### src/rtl/noc_test_node_pkg.sv
// Shared NoC constants: flit width, coordinate width, header field offsets,
// TX state encoding and the body-flit payload layout.
package noc_test_node_pkg;

    localparam int unsigned NOC_DATA_WIDTH = 32;
    localparam int unsigned COORD_W        = 4;
    localparam int unsigned SEQ_W          = 8;
    localparam int unsigned IDX_W          = 8;

    localparam int unsigned DEST_X_LSB = 0;
    localparam int unsigned DEST_Y_LSB = 4;
    localparam int unsigned SRC_X_LSB  = 8;
    localparam int unsigned SRC_Y_LSB  = 12;
    localparam int unsigned SEQ_LSB    = 16;

    typedef enum logic [1:0] {
        TX_GAPWAIT = 2'd0,
        TX_SEND    = 2'd1,
        TX_DONE    = 2'd2
    } tx_state_e;

    // Body/tail payload occupying flit bits [23:0]
    typedef struct packed {
        logic [COORD_W-1:0] src_y;
        logic [COORD_W-1:0] src_x;
        logic [SEQ_W-1:0]   seq;
        logic [IDX_W-1:0]   idx;
    } body_fields_t;

endpackage

### src/rtl/noc_test_node_rx.sv
// Ejection-side checker: always ready after reset, counts packets whose
// destination matches this node, saturating at 255.
module noc_test_node_rx
    import noc_test_node_pkg::*;
#(
    parameter int unsigned DATA_WIDTH = NOC_DATA_WIDTH,
    parameter int unsigned X_ID       = 0,
    parameter int unsigned Y_ID       = 0
) (
    input  logic                  clk,
    input  logic                  rst_n,
    input  logic                  receive_valid,
    input  logic [DATA_WIDTH-1:0] receive_flit,
    input  logic                  receive_is_header,
    input  logic                  receive_is_tail,
    output logic                  receive_ready,
    output logic [7:0]            receive_num
);

    localparam logic [COORD_W-1:0] MY_X = COORD_W'(X_ID);
    localparam logic [COORD_W-1:0] MY_Y = COORD_W'(Y_ID);

    logic               ready_q;
    logic [7:0]         num_q;
    logic               pkt_open_q;
    logic [COORD_W-1:0] dest_x_q;
    logic [COORD_W-1:0] dest_y_q;

    logic               fire_c;
    logic [COORD_W-1:0] cur_x_c;
    logic [COORD_W-1:0] cur_y_c;
    logic [COORD_W-1:0] chk_x_c;
    logic [COORD_W-1:0] chk_y_c;
    logic               pkt_end_c;
    logic               hit_c;
    logic               unused_flit;

    assign fire_c  = receive_valid && ready_q;
    assign cur_x_c = receive_flit[DEST_X_LSB +: COORD_W];
    assign cur_y_c = receive_flit[DEST_Y_LSB +: COORD_W];

    // A single-flit packet is checked against its own header fields
    assign chk_x_c   = receive_is_header ? cur_x_c : dest_x_q;
    assign chk_y_c   = receive_is_header ? cur_y_c : dest_y_q;
    assign pkt_end_c = fire_c && receive_is_tail && (receive_is_header || pkt_open_q);
    assign hit_c     = pkt_end_c && (chk_x_c == MY_X) && (chk_y_c == MY_Y);

    assign unused_flit = ^receive_flit;

    always_ff @(posedge clk) begin
        if (!rst_n) begin
            ready_q    <= 1'b0;
            num_q      <= '0;
            pkt_open_q <= 1'b0;
            dest_x_q   <= '0;
            dest_y_q   <= '0;
        end else begin
            ready_q <= 1'b1;
            if (fire_c) begin
                if (receive_is_header) begin
                    dest_x_q   <= cur_x_c;
                    dest_y_q   <= cur_y_c;
                    pkt_open_q <= !receive_is_tail;
                end else if (receive_is_tail) begin
                    pkt_open_q <= 1'b0;
                end
            end
            if (hit_c && (num_q != 8'hFF)) begin
                num_q <= num_q + 8'd1;
            end
        end
    end

    assign receive_ready = ready_q;
    assign receive_num   = num_q;

endmodule

### src/rtl/noc_test_node.sv
// NoC leaf endpoint: injects NUM_PKTS wormhole packets of PKT_LEN flits to a
// fixed destination and counts packets ejected to this node.
module noc_test_node
    import noc_test_node_pkg::*;
#(
    parameter int unsigned DATA_WIDTH = NOC_DATA_WIDTH,
    parameter int unsigned X_ID       = 0,
    parameter int unsigned Y_ID       = 0,
    parameter int unsigned DEST_X_ID  = 1,
    parameter int unsigned DEST_Y_ID  = 1,
    parameter int unsigned PKT_LEN    = 4,
    parameter int unsigned NUM_PKTS   = 16,
    parameter int unsigned GAP        = 2
) (
    input  logic                  noc_clk,
    input  logic                  noc_rst_n,
    input  logic                  receive_valid,
    output logic                  receive_ready,
    input  logic [DATA_WIDTH-1:0] receive_flit,
    input  logic                  receive_is_header,
    input  logic                  receive_is_tail,
    output logic                  sender_valid,
    input  logic                  sender_ready,
    output logic [DATA_WIDTH-1:0] sender_flit,
    output logic                  sender_is_header,
    output logic                  sender_is_tail,
    output logic [7:0]            receive_num
);

    localparam logic [COORD_W-1:0] MY_X   = COORD_W'(X_ID);
    localparam logic [COORD_W-1:0] MY_Y   = COORD_W'(Y_ID);
    localparam logic [COORD_W-1:0] DST_X  = COORD_W'(DEST_X_ID);
    localparam logic [COORD_W-1:0] DST_Y  = COORD_W'(DEST_Y_ID);
    localparam int unsigned        GAP_W  = (GAP < 2) ? 1 : $clog2(GAP);
    localparam logic [IDX_W-1:0]   LAST_IDX = IDX_W'(PKT_LEN - 1);

    function automatic logic [DATA_WIDTH-1:0] header_flit(input logic [SEQ_W-1:0] seq);
        logic [DATA_WIDTH-1:0] f;
        f = '0;
        f[DEST_X_LSB +: COORD_W] = DST_X;
        f[DEST_Y_LSB +: COORD_W] = DST_Y;
        f[SRC_X_LSB  +: COORD_W] = MY_X;
        f[SRC_Y_LSB  +: COORD_W] = MY_Y;
        f[SEQ_LSB    +: SEQ_W]   = seq;
        return f;
    endfunction

    function automatic logic [DATA_WIDTH-1:0] body_flit(input logic [IDX_W-1:0] idx,
                                                        input logic [SEQ_W-1:0] seq);
        body_fields_t b;
        b = '{src_y: MY_Y, src_x: MY_X, seq: seq, idx: idx};
        return DATA_WIDTH'(b);
    endfunction

    tx_state_e             state_q, state_d;
    logic [GAP_W-1:0]      gap_q, gap_d;
    logic [SEQ_W-1:0]      seq_q, seq_d;
    logic [IDX_W-1:0]      idx_q, idx_d;
    logic                  valid_q, valid_d;
    logic [DATA_WIDTH-1:0] flit_q, flit_d;
    logic                  hdr_q, hdr_d;
    logic                  tail_q, tail_d;
    logic                  gap_done_c;

    assign gap_done_c = (GAP == 0) || (gap_q == GAP_W'(GAP - 1));

    // TX next-state and next-output logic; outputs are the registered copies
    always_comb begin
        state_d = state_q;
        gap_d   = gap_q;
        seq_d   = seq_q;
        idx_d   = idx_q;
        valid_d = valid_q;
        flit_d  = flit_q;
        hdr_d   = hdr_q;
        tail_d  = tail_q;
        unique case (state_q)
            TX_GAPWAIT: begin
                if (gap_done_c) begin
                    gap_d   = '0;
                    idx_d   = '0;
                    valid_d = 1'b1;
                    flit_d  = header_flit(seq_q);
                    hdr_d   = 1'b1;
                    tail_d  = (PKT_LEN == 1);
                    state_d = TX_SEND;
                end else begin
                    gap_d = gap_q + GAP_W'(1);
                end
            end
            TX_SEND: begin
                if (valid_q && sender_ready) begin
                    if (tail_q) begin
                        valid_d = 1'b0;
                        flit_d  = '0;
                        hdr_d   = 1'b0;
                        tail_d  = 1'b0;
                        if ((32'(seq_q) + 32'd1) < NUM_PKTS) begin
                            seq_d   = seq_q + SEQ_W'(1);
                            state_d = TX_GAPWAIT;
                        end else begin
                            state_d = TX_DONE;
                        end
                    end else begin
                        idx_d  = idx_q + IDX_W'(1);
                        flit_d = body_flit(idx_q + IDX_W'(1), seq_q);
                        hdr_d  = 1'b0;
                        tail_d = ((idx_q + IDX_W'(1)) == LAST_IDX);
                    end
                end
            end
            TX_DONE: begin
                valid_d = 1'b0;
                flit_d  = '0;
                hdr_d   = 1'b0;
                tail_d  = 1'b0;
            end
            default: begin
                state_d = TX_GAPWAIT;
                gap_d   = '0;
            end
        endcase
    end

    always_ff @(posedge noc_clk) begin
        if (!noc_rst_n) begin
            state_q <= TX_GAPWAIT;
            gap_q   <= '0;
            seq_q   <= '0;
            idx_q   <= '0;
            valid_q <= 1'b0;
            flit_q  <= '0;
            hdr_q   <= 1'b0;
            tail_q  <= 1'b0;
        end else begin
            state_q <= state_d;
            gap_q   <= gap_d;
            seq_q   <= seq_d;
            idx_q   <= idx_d;
            valid_q <= valid_d;
            flit_q  <= flit_d;
            hdr_q   <= hdr_d;
            tail_q  <= tail_d;
        end
    end

    assign sender_valid     = valid_q;
    assign sender_flit      = flit_q;
    assign sender_is_header = hdr_q;
    assign sender_is_tail   = tail_q;

    noc_test_node_rx #(
        .DATA_WIDTH (DATA_WIDTH),
        .X_ID       (X_ID),
        .Y_ID       (Y_ID)
    ) u_rx (
        .clk               (noc_clk),
        .rst_n             (noc_rst_n),
        .receive_valid     (receive_valid),
        .receive_flit      (receive_flit),
        .receive_is_header (receive_is_header),
        .receive_is_tail   (receive_is_tail),
        .receive_ready     (receive_ready),
        .receive_num       (receive_num)
    );

endmodule

### config.mk
export PLATFORM = sky130hd
export DESIGN_NAME = noc_test_node
export DESIGN_NICKNAME = d
export VERILOG_FILES = /design/src/rtl/noc_test_node_pkg.sv /design/src/rtl/noc_test_node_rx.sv /design/src/rtl/noc_test_node.sv
export SDC_FILE = /design/constraint.sdc
export NUM_CORES = 1
export LEC_CHECK = 0
export CAP_MARGIN = 20
export CELL_PAD_IN_SITES_DETAIL_PLACEMENT = 1
export CELL_PAD_IN_SITES_GLOBAL_PLACEMENT = 2
export CORE_AREA = 2 2 86 149
export CTS_BUF_LIST = sky130_fd_sc_hd__clkbuf_16
export DETAILED_ROUTE_END_ITERATION = 12
export DIE_AREA = 0 0 88 151
export PLACE_DENSITY_LB_ADDON = 0.1
export SLEW_MARGIN = 20
export SYNTH_ARGS = -nofsm -noshare
export SYNTH_HDL_FRONTEND = slang
export SYNTH_HIERARCHICAL = 1
export SYNTH_SLANG_ARGS = --single-unit
### constraint.sdc
create_clock -name noc_clk -period 1.7 [get_ports noc_clk]
set_clock_uncertainty 0.05 [all_clocks]
set_input_delay 0.34 -clock noc_clk [delete_from_list [all_inputs] [get_ports noc_clk]]
set_output_delay 0.34 -clock noc_clk [all_outputs]
set_load 0.005 [all_outputs]
==> metrics.txt <==
clk buf depth 2; simple-gate share of the synthesized area 0.266; GRT overflow 0; Synth cell types 50; Synth Area in Adders 0.0338; fin crit period 1.76 ns; final hold vios 0; crit-path max FO 6; htree depth 3; clk slew on worst S/H paths 0.06 ns; post-route clock period utilization 1.04; Post-Syn Instances 332; share of layout cells above drive strength 1 0.280; initial core utilization 0.246; total power draw 5.04 mW; Post-Syn Area per Cell 8.91 um^2; Gate power share 0.298; post-route ant nets 0; max_cap viols 0; antenna violations before repair 0; clock buffer count from CTS 9; Non-Filler Instances 600; Vias/cell 4.44; largest family of logic cells by synthesized area simple AND/OR/NAND/NOR gates; Critical Path Start Type register; gpl congestion 0.736; final-layout fill cell count 1371; synthesized cell area 2960 um^2; pin count of the biggest net entering global routing 32; status complete, but fails checks; DRT iter0 DRCs 86; GRT Overall Usage 0.138; Leakage 1.76 nW; Worst IR Drop VDD 715 uV; Synth Flop Type dfxtp_1; CTS Sinks 64; achievable frequency 568 MHz; hold path depth 3; Synth Warn # 6; worst-skew pair later-pin latency 0.33 ns; number of detailed-route iterations in the first pass 4; cell area power density 1120 nW/um^2; nets@finish 476; Crit. End Element register; Final setup viols 14; sequential power share 0.329; max-slew violations 0; post-synthesis mux area share 0.00338; Synth Area in Compound Gates 0.173; Ports 82; RSZ-0062 raised after global routing true; first-pass GRT wire length 14100 um; EDFF count, synth 0; Antenna Cells 0; post-synthesis register bit count 64; failing checks setup timing; hpwl dp 6320 um; Data arrival, critical path 1.93 ns; Inst Count DP 579; dominant cell type by area after synthesis dfxtp_1; routed len/inst 14.3 um; sequential share of the synthesized area 0.433; post-synth top area share 0.433; area occupied by registers 1290 um^2; Rows 53; Post-synth ARST share 0; final setup margin -0.0619 ns; hold buffers post-CTS 0; DRC violations left 0; CP Data Required Time 1.87 ns; clock share of power 0.372; Detailed Route WL 8580 um; Die Y 151 um; XOR/XNOR Fraction of Synth Area 0.0266; Root Buffer clkbuf_16; Pint 3.54 mW; R2R depth 8; Fin Hold WS 0.311 ns; buffers added on ports 49; Die X 88 um; Setup Crit Path Kind register to register; Syn-to-layout area delta 52.8%; die area 13300 um^2; Setup TNS Final -0.497 ns; switching power 1.51 mW; CTS tree built; Sw Share 0.299; DR vias 2665; core box area 12000 um^2; Worst Hold Class input port to register; area of the multi-input gates 1720 um^2; Area contributors post-synth dfxtp_1 43%, nor2b_1 6.1%, a22oi_1 4.8%; vias in the first global route 2803
[stage by stage]
step / util / worst slack [ns] / instance area, um^2
2_1_floorplan: - / -0.0397 / 3030
5_1_grt: 0.377 / -0.170 / 4520
4_1_cts: 0.363 / -0.0764 / 4350
6_report: 0.377 / -0.0619 / 4520
3_3_place_gp: 0.331 / -0.473 / 3970
3_5_place_dp: 0.331 / -0.514 / 3970
[per-layer routing]
metal | global-route usage | vias to the layer above | part of all wire
met5 | 0 | - | 0
met4 | 0.0585 | 0 | 0.014
met3 | 0.0294 | 8 | 0.034
met2 | 0.250 | 43 | 0.55
met1 | 0.151 | 1268 | 0.40
li1 | - | 1346 | -
[worst paths after layout]
kind,start,endpoint,slack [ns]
min,receive_flit[0],u_rx/dest_x_q[0],0.31
max reg2reg,state_q[0],sender_flit[5],-0.06
min reg2reg,u_rx/dest_y_q[0],u_rx/dest_y_q[0],0.42
max,state_q[0],sender_flit[5],-0.06
[kinds of logic after synthesis]
group           after synthesis
simple gates                135
compound gates               77
flops                        64
buf+inv                      37
xor+xnor                      9
fa+ha+maj                     8
other cells                   1
mux                           1
[sequential cells by signal, indices dropped and copies added, names as in the netlist, 2 cells and up]
signal and flops:
u_rx/receive_num 8, state_q 2, idx_q 8, u_rx/dest_x_q 4
sender_flit 24, u_rx/dest_y_q 4, seq_q 8
[worst max-delay path, cell delays in order (launching register included)]
cell	delay [ns]
dfxtp_4	0.37
inv_4	0.04
ha_4	0.15
nor2b_4	0.13
a211o_1	0.33
buf_4	0.16
buf_4	0.15
a22oi_1	0.20
nor2b_1	0.07
[cell usage after synthesis (2+ instances only)]
master and instances:
nor3_1 10, a21o_1 4, a41o_1 2, o21a_1 2, nor2b_1 29, clkbuf_1 10
buf_6 2, nor4_1 2, a211oi_1 2, a21boi_0 6, xor2_1 6, nand3b_1 2
a31oi_1 3, a22oi_1 19, nand2_1 30, buf_1 2, and3_1 3, xnor2_1 3
nor3b_1 9, nor2_1 15, nand3_1 16, ha_1 8, inv_1 13, o31ai_1 2
and2_1 5, nor4b_2 2, buf_4 8, dfxtp_1 64, a21oi_1 24, o211a_1 2
o21ai_0 6, buf_2 2, nand4_1 2
[what timing repair did]
action                                  4_1_cts  5_1_grt
gates cloned                                  1        0
buffers inserted                              0        4
endpoints found under the setup margin       31       47
gates resized for setup                      25       43
pin swaps                                     5       19
endpoints found under the hold margin         0        0
[cell usage in the layout, fill, tap and decap left out, types with 3 or more instances in the layout]
master and count:
dfxtp_1 58, nor2_2 3, and2_1 5, xor2_1 6, ha_2 3, ha_1 3, nor3b_2 8, nor2b_1 29
dlymetal6s2s_1 4, nand2_1 28, o21ai_0 3, a21oi_1 23, a21boi_0 3, a21o_1 4, a31oi_1 3, nor2_1 10
a22oi_1 15, conb_1 8, and3_1 3, a22oi_2 4, clkdlybuf4s50_1 39, clkbuf_16 10, buf_6 3, dfxtp_2 5
nor3_1 8, xnor2_1 3, nand3_1 16, buf_4 50, dlygate4sd2_1 5, inv_1 10
[power by group through the flow]
stage | clock [mW] | sequential (mW) | combinational [mW]
global placement | 0 | 1.69 | 1.32
finish | 1.88 | 1.66 | 1.50
detailed placement | 0 | 1.69 | 1.31
floorplan | 0 | 1.69 | 0.710
CTS | 1.96 | 1.66 | 1.39
global route | 2.02 | 1.68 | 1.66
[layout make-up]
| type | instances | share of cell area |
|---|---|---|
| multi-input combinational | 238 | 0.381 |
| tap | 165 | 0.0457 |
| clock buffer | 10 | 0.0554 |
| clock inverter | 6 | 0.0125 |
| inverter | 13 | 0.0113 |
| sequential | 64 | 0.286 |
| timing repair buffer | 104 | 0.209 |
Note: power is estimated with default switching activity, not from simulation.
